<file path="src/rtl/matvec_pkg.sv">
// rtl/matvec_pkg.sv - shared constants and state type for the FIFO matrix-vector engine
package matvec_pkg;

    localparam int DEF_NUM_ROWS   = 8;
    localparam int DEF_DEPTH      = 8;
    localparam int DEF_DATA_WIDTH = 8;
    localparam int DEF_ACC_WIDTH  = 24;
    localparam int CNT_WIDTH      = (DEF_DEPTH > 1) ? $clog2(DEF_DEPTH) : 1;

    typedef enum logic [1:0] {
        IDLE = 2'd0,
        RUN  = 2'd1,
        DONE = 2'd2
    } state_t;

endpackage

</file>
<file path="src/rtl/fifo_matvec_engine_if.sv">
// rtl/fifo_matvec_engine_if.sv - FIFO-side and result signals of the matrix-vector engine
interface fifo_matvec_engine_if
    import matvec_pkg::*;
#(
    parameter int NUM_ROWS   = DEF_NUM_ROWS,
    parameter int DATA_WIDTH = DEF_DATA_WIDTH,
    parameter int ACC_WIDTH  = DEF_ACC_WIDTH
);
    logic                           start;
    logic [NUM_ROWS*DATA_WIDTH-1:0] row_data;
    logic [NUM_ROWS-1:0]            row_empty;
    logic [DATA_WIDTH-1:0]          vec_data;
    logic                           vec_empty;
    logic [NUM_ROWS-1:0]            row_rd_en;
    logic                           vec_rd_en;
    logic                           busy;
    logic                           done;
    logic [NUM_ROWS*ACC_WIDTH-1:0]  result;

    modport master (
        output start, row_data, row_empty, vec_data, vec_empty,
        input  row_rd_en, vec_rd_en, busy, done, result
    );

    modport slave (
        input  start, row_data, row_empty, vec_data, vec_empty,
        output row_rd_en, vec_rd_en, busy, done, result
    );

endinterface

</file>
<file path="src/rtl/mac_lane.sv">
// rtl/mac_lane.sv - unsigned multiply-accumulate lane with synchronous clear
module mac_lane
    import matvec_pkg::*;
#(
    parameter int DATA_WIDTH = DEF_DATA_WIDTH,
    parameter int ACC_WIDTH  = DEF_ACC_WIDTH
) (
    input  logic                  clk,
    input  logic                  rst_n,
    input  logic                  clr,
    input  logic                  en,
    input  logic [DATA_WIDTH-1:0] a,
    input  logic [DATA_WIDTH-1:0] b,
    output logic [ACC_WIDTH-1:0]  acc
);
    logic [2*DATA_WIDTH-1:0] prod;

    assign prod = a * b;

    // Sum wraps modulo 2^ACC_WIDTH; product is zero-extended.
    always_ff @(posedge clk or negedge rst_n) begin
        if (!rst_n) begin
            acc <= '0;
        end else if (clr) begin
            acc <= '0;
        end else if (en) begin
            acc <= acc + ACC_WIDTH'(prod);
        end
    end

endmodule

</file>
<file path="src/rtl/fifo_matvec_engine.sv">
// rtl/fifo_matvec_engine.sv - drains row and vector FIFOs in lock-step, one dot product per row
module fifo_matvec_engine
    import matvec_pkg::*;
#(
    parameter int NUM_ROWS   = DEF_NUM_ROWS,
    parameter int DEPTH      = DEF_DEPTH,
    parameter int DATA_WIDTH = DEF_DATA_WIDTH,
    parameter int ACC_WIDTH  = DEF_ACC_WIDTH
) (
    input  logic                 clk,
    input  logic                 rst_n,
    fifo_matvec_engine_if.slave  bus
);
    localparam int CW = (DEPTH > 1) ? $clog2(DEPTH) : 1;
    localparam logic [CW-1:0] LAST = CW'(DEPTH - 1);

    state_t          state_q, state_d;
    logic [CW-1:0]   cnt_q;
    logic            all_ready;
    logic            pop;
    logic            clr;

    assign all_ready = ~|bus.row_empty & ~bus.vec_empty;

    always_ff @(posedge clk or negedge rst_n) begin
        if (!rst_n) begin
            state_q <= IDLE;
        end else begin
            state_q <= state_d;
        end
    end

    always_ff @(posedge clk or negedge rst_n) begin
        if (!rst_n) begin
            cnt_q <= '0;
        end else if (clr) begin
            cnt_q <= '0;
        end else if (pop) begin
            cnt_q <= (cnt_q == LAST) ? '0 : cnt_q + 1'b1;
        end
    end

    always_comb begin
        state_d = state_q;
        pop     = 1'b0;
        clr     = 1'b0;
        case (state_q)
            IDLE: begin
                if (bus.start) begin
                    clr     = 1'b1;
                    state_d = RUN;
                end
            end
            RUN: begin
                pop = all_ready;
                if (pop && (cnt_q == LAST)) begin
                    state_d = DONE;
                end
            end
            DONE:    state_d = IDLE;
            default: state_d = IDLE;
        endcase
    end

    // One pop strobe fans out to every FIFO so partial pops cannot occur.
    assign bus.row_rd_en = {NUM_ROWS{pop}};
    assign bus.vec_rd_en = pop;
    assign bus.busy      = (state_q != IDLE);
    assign bus.done      = (state_q == DONE);

    for (genvar i = 0; i < NUM_ROWS; i++) begin : g_lane
        mac_lane #(
            .DATA_WIDTH (DATA_WIDTH),
            .ACC_WIDTH  (ACC_WIDTH)
        ) u_lane (
            .clk   (clk),
            .rst_n (rst_n),
            .clr   (clr),
            .en    (pop),
            .a     (bus.row_data[i*DATA_WIDTH +: DATA_WIDTH]),
            .b     (bus.vec_data),
            .acc   (bus.result[i*ACC_WIDTH +: ACC_WIDTH])
        );
    end

endmodule

</file>
<file path="src/flat_wrapper.sv">
// flat-port wrapper written by rule: the top's interface ports become plain ports
module fifo_matvec_engine_flat import matvec_pkg::*;
#(
    parameter int NUM_ROWS   = DEF_NUM_ROWS,
    parameter int DEPTH      = DEF_DEPTH,
    parameter int DATA_WIDTH = DEF_DATA_WIDTH,
    parameter int ACC_WIDTH  = DEF_ACC_WIDTH
)
  (clk, rst_n, bus_start, bus_row_data, bus_row_empty, bus_vec_data, bus_vec_empty, bus_row_rd_en, bus_vec_rd_en, bus_busy, bus_done, bus_result);
  fifo_matvec_engine_if #(.NUM_ROWS(NUM_ROWS), .DATA_WIDTH(DATA_WIDTH), .ACC_WIDTH(ACC_WIDTH)) bus_i ();
  input  logic clk;
  input  logic rst_n;
  input wire logic [$bits(bus_i.start)-1:0] bus_start;
  input wire logic [$bits(bus_i.row_data)-1:0] bus_row_data;
  input wire logic [$bits(bus_i.row_empty)-1:0] bus_row_empty;
  input wire logic [$bits(bus_i.vec_data)-1:0] bus_vec_data;
  input wire logic [$bits(bus_i.vec_empty)-1:0] bus_vec_empty;
  output wire logic [$bits(bus_i.row_rd_en)-1:0] bus_row_rd_en;
  output wire logic [$bits(bus_i.vec_rd_en)-1:0] bus_vec_rd_en;
  output wire logic [$bits(bus_i.busy)-1:0] bus_busy;
  output wire logic [$bits(bus_i.done)-1:0] bus_done;
  output wire logic [$bits(bus_i.result)-1:0] bus_result;
  assign bus_i.start = bus_start;
  assign bus_i.row_data = bus_row_data;
  assign bus_i.row_empty = bus_row_empty;
  assign bus_i.vec_data = bus_vec_data;
  assign bus_i.vec_empty = bus_vec_empty;
  assign bus_row_rd_en = bus_i.row_rd_en;
  assign bus_vec_rd_en = bus_i.vec_rd_en;
  assign bus_busy = bus_i.busy;
  assign bus_done = bus_i.done;
  assign bus_result = bus_i.result;
  fifo_matvec_engine #(.NUM_ROWS(NUM_ROWS), .DEPTH(DEPTH), .DATA_WIDTH(DATA_WIDTH), .ACC_WIDTH(ACC_WIDTH)) u_core (.clk(clk), .rst_n(rst_n), .bus(bus_i));
endmodule
</file>
<file path="config.mk">
export PLATFORM = sky130hd
export DESIGN_NAME = fifo_matvec_engine_flat
export DESIGN_NICKNAME = d
export VERILOG_FILES = /design/src/rtl/matvec_pkg.sv /design/src/rtl/fifo_matvec_engine_if.sv /design/src/rtl/mac_lane.sv /design/src/rtl/fifo_matvec_engine.sv /design/src/flat_wrapper.sv
export SDC_FILE = /design/constraint.sdc
export NUM_CORES = 2
export LEC_CHECK = 0
export BUFFER_PORTS_ARGS = -buffer_cell sky130_fd_sc_hd__buf_2
export CAP_MARGIN = 40
export CORE_ASPECT_RATIO = 0.9
export CORE_UTILIZATION = 52
export CTS_CLUSTER_SIZE = 14
export DETAILED_ROUTE_END_ITERATION = 8
export GPL_TIMING_DRIVEN = 1
export PLACE_DENSITY = 0.75
export SKIP_LAST_GASP = 1
export SYNTH_ARGS = -nofsm -noshare
export SYNTH_HDL_FRONTEND = slang
export SYNTH_SLANG_ARGS = --single-unit
</file>
<file path="constraint.sdc">
create_clock -name clk -period 4.05 [get_ports clk]
set_clock_uncertainty 0.05 [all_clocks]
set_input_delay 1.215 -clock clk [delete_from_list [all_inputs] [get_ports clk]]
set_output_delay 1.215 -clock clk [all_outputs]
set_load 0.005 [all_outputs]
</file>
==> flow_metrics.py <==
metrics = {
    "outcome": {
        "status": "complete, but fails checks",
        "violations": "negative setup slack",
    },
    "cells_and_area": {
        "fin_area_mm2": 0.0414,
        "seq_area_mm2": 0.00493,
        "layout-drive-gt1-share": 0.367,
        "nets": 5063,
        "final_cell_count_no_fill": 5023,
        "syn2layout_area_growth_pct": 40.5,
        "fill_cells": 3614,
        "multi_input_area_mm2": 0.0242,
    },
    "job": {
        "cap_viol_max_count": 0,
    },
    "clock_tree": {
        "clk_pin_slew_ps": 80,
        "htree_levels": 4,
        "cts_tree": "done",
        "cts_made_buffers": 17,
        "cts_root_buf": "clkbuf_16",
        "clk_latency_ps": 530,
        "clockBufferDepth": 2,
        "cts_sinks": 197,
    },
    "placement": {
        "portBuffers": 286,
        "dp_hpwl_um": 65700,
        "gp_congestion": 0.924,
        "place_area_mm2": 0.0362,
        "placed_cells": 4812,
    },
    "route": {
        "vias": 27400,
        "routedWlPerCell_um": 19.7,
        "viasPerCell": 5.46,
        "dr.pass1.iters": 7,
        "antenna_left": 0,
        "wirelength_um": 98900,
        "first_iter_violations": 1955,
        "drc": 0,
    },
    "worst_setup_path": {
        "crit_path_frequent_cell": "fa_1",
        "cp_top_family": "adder cells",
        "start_kind": "input port",
        "arrival_ps": 5730,
        "r2r_setup_slack_ps": -600,
        "criticalPathCategory": "input port to register",
        "path_cells": "buf_16 -> buf_8 -> buf_8 -> buf_4 -> buf_6 -> and2_4 -> fa_1 -> fa_1 -> fa_1 -> inv_1 -> fa_1 -> inv_2 -> ha_4 -> o21a_1 -> o21ai_4 -> a31oi_4 -> buf_4 -> o21a_1 -> o21a_1 -> o311ai_2 -> o21ai_1",
        "reg2reg_from": "u_core.g_lane[2].u_lane.acc[7]",
        "required_ps": 4390,
        "reg2reg_to": "u_core.g_lane[2].u_lane.acc[20]",
        "r2r_cells": 16,
        "slowest_delay_ps": 520,
        "crit_path_end_kind": "register",
        "cp_max_fo": 5,
        "crit_path_top_delay_cell": "fa_1",
        "cp_num_buf_inv": 8,
    },
    "pwr": {
        "irDropWorstVdd_uv": 404,
        "power_frac_comb": 0.789,
        "p_total_mw": 18.9,
        "p_int_mw": 10.6,
        "switching_share": 0.439,
        "p_switching_mw": 8.32,
        "p_per_area_mw_per_mm2": 457,
        "seqPwrFrac": 0.111,
        "clockPowerShare": 0.100,
        "p_leak_nw": 21.9,
    },
    "logic_synthesis": {
        "async_reset_ff_frac": 1.00,
        "synth_top_area_frac": 0.272,
        "syn_inst": 3413,
        "synth_common_cells": "788 x inv_1, 400 x fa_1, 363 x nand2_1",
        "ys_warn_count": 0,
        "yosys.area.top_type": "fa_1",
        "synth_edf_count": 0,
        "yosysMostFrequentCell": "inv_1",
        "ys_seq_elements": 197,
        "netlist_area_mm2": 0.0295,
        "ys_seq_area_frac": 0.167,
        "ys_types": 66,
        "synthTopCellsByArea": "fa_1 27%, dfrtp_1 17%, ha_1 14%",
        "syn_nets": 4227,
        "synth.avg_cell_area_um2": 8.64,
        "ys.flop_type": "dfrtp_1",
    },
    "global_routing": {
        "antenna_found_initial": 5,
        "grt_max_degree": 97,
        "first_global_vias": 28100,
        "grt_pass1_wl_um": 149000,
        "overflow": 0,
        "grt.total_usage": 0.331,
    },
    "timing": {
        "rsz0062_at_grt": "yes",
        "slew-limit-headroom": 0.466,
        "setup_viol": 149,
        "fin_crit_sh": 1.33,
        "post-route-min-period_ps": 5390,
        "worstMarginPinSlew_ps": 801,
        "hold_viol": 0,
        "fmax_mhz": 186,
        "setup_ws_ps": -1340,
        "slew_violations": 0,
    },
    "worst_hold_path": {
        "whs_path_depth": 1,
        "min_from": "u_core.g_lane[5].u_lane.acc[23]",
        "hp-class": "register to register",
        "worstHoldEndpoint": "u_core.g_lane[5].u_lane.acc[23]",
    },
    "floorplanning": {
        "num_rows": 82,
        "num_io_pins": 287,
        "core-area_mm2": 0.0558,
        "die_h_um": 228,
        "initial_core_util": 0.528,
        "dieArea_mm2": 0.0576,
        "die_x_um": 253,
    },
}
## cell type report
| class | count | share of cell area |
|---|---|---|
| clock buffer | 22 | 0.0114 |
| timing repair buffer | 941 | 0.188 |
| tap | 756 | 0.0228 |
| multi-input combinational | 2303 | 0.584 |
| clock inverter | 9 | 0.00284 |
| sequential | 197 | 0.119 |
| antenna | 6 | 0.000362 |
| inverter | 789 | 0.0716 |
## metal layers
layer / vias up / routed length (µm) / share of wire / global-route usage
met1: 13700 / 40700 / 0.41 / 0.446
li1: 12300 / - / - / -
met5: - / 13 / 0.00013 / 0
met2: 1210 / 47500 / 0.48 / 0.533
met3: 254 / 7020 / 0.071 / 0.0600
met4: 2 / 3740 / 0.038 / 0.120
## flip-flops by register name, summed over array words and instances (netlist names)
| register | cells |
|---|---|
| u_core.cnt_q | 3 |
| u_core.g_lane.u_lane.acc | 192 |
| u_core.state_q | 2 |
## metrics by stage
stage / setup WS, ps / TNS (ps) / hold WS (ps) / utilization
after floorplan: -1510 / -134360 / 412 / -
after global routing: -1400 / -145800 / 475 / 0.742
after CTS: -1170 / -115910 / 444 / 0.713
final: -1340 / -129000 / 446 / 0.742
after global placement: -1900 / -220930 / 414 / 0.649
after detailed placement: -2000 / -231050 / 428 / 0.649
## power by group through the flow
stage	clock [mW]	combinational, mW	sequential, mW
floorplan	0	6.94	2.13
global placement	0	10.3	2.13
detailed placement	0	10.6	2.14
CTS	1.91	12.6	2.10
global route	1.98	16.1	2.11
finish	1.89	14.9	2.10
## logic make-up (layout without fill, tap and decap cells)
| group | count (synthesis) | count (layout) | share of synthesized area |
|---|---|---|---|
| AOI/OAI and AO/OA | 462 | 462 | 0.0989 |
| xor gates and xnor gates | 113 | 113 | 0.0336 |
| adders and majority gates | 730 | 730 | 0.412 |
| buffers and inverters | 913 | 1761 | 0.118 |
| DFF | 197 | 197 | 0.167 |
| muxes | 7 | 7 | 0.00238 |
| other | 0 | 6 | 0 |
| and+or+nand+nor | 991 | 991 | 0.169 |
## how the worst max path moves through the flow
stage                         start                         endpoint  slack [ps]  cells past startpoint
floorplan           bus_vec_data[5]  u_core.g_lane[2].u_lane.acc[22]       -1510                     17
global placement    bus_vec_data[3]  u_core.g_lane[2].u_lane.acc[22]       -1900                     18
global route        bus_vec_data[5]  u_core.g_lane[4].u_lane.acc[16]       -1400                     22
CTS                 bus_vec_data[6]  u_core.g_lane[2].u_lane.acc[18]       -1170                     17
detailed placement  bus_vec_data[3]  u_core.g_lane[2].u_lane.acc[18]       -2000                     18
finish              bus_vec_data[5]  u_core.g_lane[0].u_lane.acc[13]       -1340                     21
## what timing repair did
| item | CTS | global route |
|---|---|---|
| gates cloned | 13 | 2 |
| hold buffers | 0 | 0 |
| resized for setup | 475 | 331 |
| buffers inserted | 116 | 87 |
| setup endpoints to repair | 151 | 157 |
| pin swaps | 257 | 299 |
## placed cells by master, fill, tap and decap left out, types with 35 or more instances in the layout
| cell | instances |
|---|---|
| a21o_1 | 48 |
| a21oi_1 | 38 |
| a21oi_2 | 42 |
| and2_1 | 243 |
| and2_4 | 44 |
| buf_12 | 44 |
| buf_2 | 269 |
| buf_4 | 493 |
| buf_6 | 94 |
| dfrtp_1 | 197 |
| fa_1 | 353 |
| fa_2 | 47 |
| ha_1 | 259 |
| ha_4 | 64 |
| inv_1 | 702 |
| inv_2 | 86 |
| nand2_1 | 276 |
| nand2_2 | 56 |
| nand3_1 | 117 |
| nor2_1 | 63 |
| o21ai_0 | 35 |
| o21ai_1 | 93 |
| o31ai_1 | 36 |
| xor2_1 | 56 |
(Power assumes the default switching activity.)
